File: config.mk
export PLATFORM = sky130hd
export DESIGN_NAME = mem_port_arbiter
export DESIGN_NICKNAME = d
export VERILOG_FILES = /design/src/rtl/mem_port_arbiter.sv
export SDC_FILE = /design/constraint.sdc
export NUM_CORES = 1
export LEC_CHECK = 0
export BUFFER_PORTS_ARGS = -buffer_cell sky130_fd_sc_hd__buf_2
export CAP_MARGIN = 30
export CORE_AREA = 2 2 95 97
export DETAILED_ROUTE_END_ITERATION = 8
export DIE_AREA = 0 0 97 99
export HOLD_SLACK_MARGIN = 0.03
export PLACE_DENSITY_LB_ADDON = 0.1
export SLEW_MARGIN = 20
export SYNTH_ARGS = -nofsm -noshare
export SYNTH_HDL_FRONTEND = slang
export SYNTH_SLANG_ARGS = --single-unit
File: constraint.sdc
create_clock -name clk -period 1.6 [get_ports clk]
set_input_delay 0.32 -clock clk [delete_from_list [all_inputs] [get_ports clk]]
set_output_delay 0.32 -clock clk [all_outputs]
set_load 0.005 [all_outputs]
File: src/rtl/mem_port_arbiter.sv
// Two-requester arbiter (write port, read/line-fill port) onto one native memory port.
// Grants whole bursts; the decision is registered, so each grant is preceded by an idle cycle.
//   state    | meaning
//   IDLE     | no grant; picks the next requester
//   GNT_WR   | write port owns the memory port for 2^WR_BURST_W beats
//   GNT_RD   | read port owns the memory port for 2^RD_BURST_W beats
module mem_port_arbiter #(
    parameter int BE_ADDR_W  = 32,
    parameter int BE_DATA_W  = 32,
    parameter int WR_BURST_W = 0,
    parameter int RD_BURST_W = 3,
    parameter int PRIO       = 0
) (
    input  logic                     clk,
    input  logic                     reset,
    input  logic                     wr_valid,
    input  logic [BE_ADDR_W-1:0]     wr_addr,
    input  logic [BE_DATA_W-1:0]     wr_wdata,
    input  logic [BE_DATA_W/8-1:0]   wr_wstrb,
    output logic                     wr_ready,
    input  logic                     rd_valid,
    input  logic [BE_ADDR_W-1:0]     rd_addr,
    output logic [BE_DATA_W-1:0]     rd_rdata,
    output logic                     rd_ready,
    output logic                     mem_valid,
    output logic [BE_ADDR_W-1:0]     mem_addr,
    output logic [BE_DATA_W-1:0]     mem_wdata,
    output logic [BE_DATA_W/8-1:0]   mem_wstrb,
    input  logic [BE_DATA_W-1:0]     mem_rdata,
    input  logic                     mem_ready,
    output logic [1:0]               gnt,
    output logic                     busy
);
    localparam int BE_NBYTES = BE_DATA_W / 8;
    localparam int MAX_BW    = (WR_BURST_W > RD_BURST_W) ? WR_BURST_W : RD_BURST_W;
    localparam int CNT_W     = (MAX_BW > 1) ? MAX_BW : 1;

    localparam logic [CNT_W-1:0] WR_LAST = CNT_W'((1 << WR_BURST_W) - 1);
    localparam logic [CNT_W-1:0] RD_LAST = CNT_W'((1 << RD_BURST_W) - 1);

    localparam logic [1:0] S_IDLE   = 2'd0;
    localparam logic [1:0] S_GNT_WR = 2'd1;
    localparam logic [1:0] S_GNT_RD = 2'd2;

    logic [1:0]       state_q, state_d;
    logic [CNT_W-1:0] cnt_q, cnt_d;
    logic             last_rd_q, last_rd_d;

    assign rd_rdata = mem_rdata;
    assign busy     = (gnt != 2'b00);

    always_comb begin
        state_d   = state_q;
        cnt_d     = cnt_q;
        last_rd_d = last_rd_q;
        mem_valid = 1'b0;
        mem_addr  = '0;
        mem_wdata = '0;
        mem_wstrb = {BE_NBYTES{1'b0}};
        wr_ready  = 1'b0;
        rd_ready  = 1'b0;
        gnt       = 2'b00;

        case (state_q)
            S_IDLE: begin
                // last_rd_q set means the read port had the previous grant, so write is owed next
                if (wr_valid && (!rd_valid || (PRIO == 0) || last_rd_q)) begin
                    state_d   = S_GNT_WR;
                    cnt_d     = '0;
                    last_rd_d = 1'b0;
                end else if (rd_valid) begin
                    state_d   = S_GNT_RD;
                    cnt_d     = '0;
                    last_rd_d = 1'b1;
                end
            end
            S_GNT_WR: begin
                gnt       = 2'b01;
                mem_valid = wr_valid;
                mem_addr  = wr_addr;
                mem_wdata = wr_wdata;
                mem_wstrb = wr_wstrb;
                wr_ready  = mem_ready;
                if (mem_ready) begin
                    cnt_d = cnt_q + CNT_W'(1);
                    if (cnt_q == WR_LAST) begin
                        state_d = S_IDLE;
                    end
                end
            end
            S_GNT_RD: begin
                gnt       = 2'b10;
                mem_valid = rd_valid;
                mem_addr  = rd_addr;
                rd_ready  = mem_ready;
                if (mem_ready) begin
                    cnt_d = cnt_q + CNT_W'(1);
                    if (cnt_q == RD_LAST) begin
                        state_d = S_IDLE;
                    end
                end
            end
            default: begin
                state_d = S_IDLE;
            end
        endcase
    end

    always_ff @(posedge clk) begin
        if (reset) begin
            state_q   <= S_IDLE;
            cnt_q     <= '0;
            last_rd_q <= 1'b1;
        end else begin
            state_q   <= state_d;
            cnt_q     <= cnt_d;
            last_rd_q <= last_rd_d;
        end
    end

endmodule

==> results.md <==
- Unrepaired setup endpoints after global routing: yes
- Sw Share: 35.5%
- Final Skew: 0.000450 ns
- Htree depth: 1
- Max-slew violations: 0
- Pwr/cell area: 736 nW/µm²
- Setup ws final: -0.146 ns
- Antenna violations before repair: 0
- CP endpoint kind: output port
- Area contributors post-synth: a22oi_1 18%, buf_4 17%, and2_1 17%, nor2b_1 15%, dfxtp_1 7.3%
- Drt wl/cell: 14.4 µm
- CTS tree: done
- # hold bufs at CTS: 0
- Top Usage Layer GRT: met2
- Net count after synthesis: 336
- Global placer's final weighted congestion: 0.703
- Antenna viol nets, final: 0
- Port bufs: 178
- Clock Tree Root: clkbuf_8
- Core area: 8550 µm²
- Critical-path maximum fanout: 5
- Netlist Area Pre-Place: 1380 µm²
- Gate Count Post-Synth: 191
- Arrival time of the worst setup path: 1.43 ns
- # setup viols final: 71
- GRT met2 Usage: 20.8%
- Yosys top cell by area: a22oi_1
- Die Span Y: 99 µm
- Worst Max-Slew Pin Slew: 0.345 ns
- Total track usage: 11.7%
- Share of power burned in registers: 7.2%
- Internal: 1440 µW
- Largest net degree at the start of global routing: 24
- Peak Freq: 573 MHz
- Static leakage: 0.00147 µW
- Failing checks: negative setup slack
- Fin crit period: 1.75 ns
- Vias: 1886
- Sw power: 795 µW
- Startpoint Class: flop
- Rows: 34
- Drt initial violations: 37
- Met1 usage: 15.3%
- Vias/cell: 4.14
- Vias in the first global route: 1716
- Final hold vios: 0
- Flops & latches, synth: 5
- Max-capacitance violation count: 0
- Sequential element share of the synthesized area: 7.25%
- Max Root-Sink Buffers: 2
- DR pass1 iterations: 4
- Initial Util: 16.1%
- Outcome: finished with violations
- Total CTS buffers: 3
- Layout cells sized above 1: 78.4%
- IO Pins: 243
- Distinct cells, synth: 20
- Synth top area share: 18.0%
- Area delta synth->final: 120%
- Worst Hold Class: primary input to flop
- Relative slew slack: 76.9%
- Clk pwr share: 10.3%
- Die width: 97 µm
- Grt total ovfl: 0
- Ant diodes: 0
- Syn. warnings: 0
- Gate power share: 82.6%
- Fin Hold WS: 0.358 ns
- First-pass GRT wire length: 9270 µm
- Maximum VDD drop: 0.000324 V
- Design Power: 2240 µW
- Clock Latency Late Sink: 0.22 ns
- Setup TNS: -6.58 ns
- Final #Nets: 494
- Final core utilization: 35.6%
- Met3 Use GR: 2.20%
- DP Wirelength: 4650 µm
- Worst-path clk slew: 0.04 ns
- Routed wire length: 6570 µm
- Die footprint: 9600 µm²
- WP data required: 1.28 ns
- Crit Path Category: flop to output port
- DRC: 0
- CTS sink cnt: 5
- Mapped Avg Cell Area: 7.23 µm²
- Final period util: 109%
## power by group through the flow
stage	clock, µW	sequential (µW)	combinational (µW)
6_report	230	160	1850
5_1_grt	243	162	1990
4_1_cts	235	157	1610
3_5_place_dp	0	155	1110
2_1_floorplan	0	156	666
3_3_place_gp	0	156	1120
## worst max-delay path, cell delays in order, from the launching register on
cell and delay (ns):
dfxtp_2 0.32, buf_6 0.11, ha_4 0.20, buf_12 0.16, clkbuf_16 0.15, and2_4 0.15
buf_6 0.10
## path summary, 6_finish.rpt
kind | startpoint | slack (ns) | cells past startpoint | endpoint
max | state_q[0] | -0.15 | 6 | mem_wdata[9]
max reg2reg | state_q[1] | 0.05 | 7 | cnt_q[1]
min reg2reg | cnt_q[2] | 0.50 | 2 | cnt_q[2]
min | reset | 0.36 | 2 | cnt_q[0]
## cell families after synthesis
| family | share of synthesized area, % |
|---|---|
| muxes | 2.18 |
| and+or+nand+nor | 38.4 |
| buffers and inverters | 23.7 |
| adders and majority gates | 7.25 |
| DFF | 7.25 |
| AOI/OAI and AO/OA | 21.2 |
## repair_timing
| action | CTS | global route |
|---|---|---|
| resized for setup | 75 | 49 |
| gates cloned | 6 | 2 |
| setup endpoints to repair | 72 | 73 |
| setup buffers | 4 | 2 |
| pin swaps | 15 | 18 |
## synthesized netlist by cell type (all sizes together)
library cell and n:
a21oi 3, a221oi 1, a22oi 33, and2 38
buf 41, clkbuf 7, dfxtp 5, ha 8
inv 4, mux2i 3, nand2 1, nand2b 3
nand3b 2, nand4 3, nor2b 33, nor3b 1
o21ai 3, or3b 2
## stage by stage
stage	area (µm²)	setup slack [ns]	cells
detailed placement	2200	-0.0392	438
finish	3040	-0.146	456
global placement	2200	-0.0359	438
floorplan	1380	-0.0225	191
CTS	2750	-0.125	452
global route	3040	-0.182	456
## sequential cells by signal, indices dropped and copies added (netlist names)
| name | flops |
|---|---|
| cnt_q | 3 |
| state_q | 2 |
## cell usage in the layout, fill, tap and decap left out
master | netlist | routed
nor2b_4 | 0 | 1
buf_4 | 32 | 4
nand4_1 | 3 | 3
a21oi_1 | 3 | 3
buf_2 | 9 | 142
buf_16 | 0 | 5
inv_1 | 4 | 2
mux2i_1 | 3 | 3
nand2b_1 | 3 | 3
nand2_1 | 1 | 1
buf_12 | 0 | 6
nand3b_1 | 2 | 2
o21ai_0 | 3 | 3
nor2b_2 | 0 | 1
a22oi_1 | 33 | 11
inv_4 | 0 | 1
buf_8 | 0 | 3
clkbuf_1 | 7 | 1
buf_6 | 0 | 39
nor2b_1 | 33 | 31
dfxtp_1 | 5 | 3
a221oi_4 | 0 | 1
clkbuf_8 | 0 | 3
ha_4 | 0 | 3
or3b_1 | 1 | 1
and2_4 | 0 | 35
or3b_2 | 1 | 1
clkbuf_16 | 0 | 2
inv_2 | 0 | 1
dfxtp_2 | 0 | 2
nor3b_2 | 1 | 1
ha_1 | 8 | 5
and2_1 | 38 | 3
a22oi_2 | 0 | 22
## cell type report
| class | count | area (µm²) |
|---|---|---|
| well taps | 108 | 135 |
| inverters | 4 | 17.5 |
| flip-flops and latches | 5 | 103 |
| repair buffers | 201 | 1530 |
| clock buffers | 4 | 45.0 |
| multi-input cells | 134 | 1210 |
| fillers | 927 | 5510 |
## layer usage
metal / vias up / wire (µm)
li1: 932 / -
met1: 900 / 2630
met2: 52 / 3610
met3: 2 / 322
met4: 0 / 4
met5: - / 0
Power figures use the tool's default switching activity.
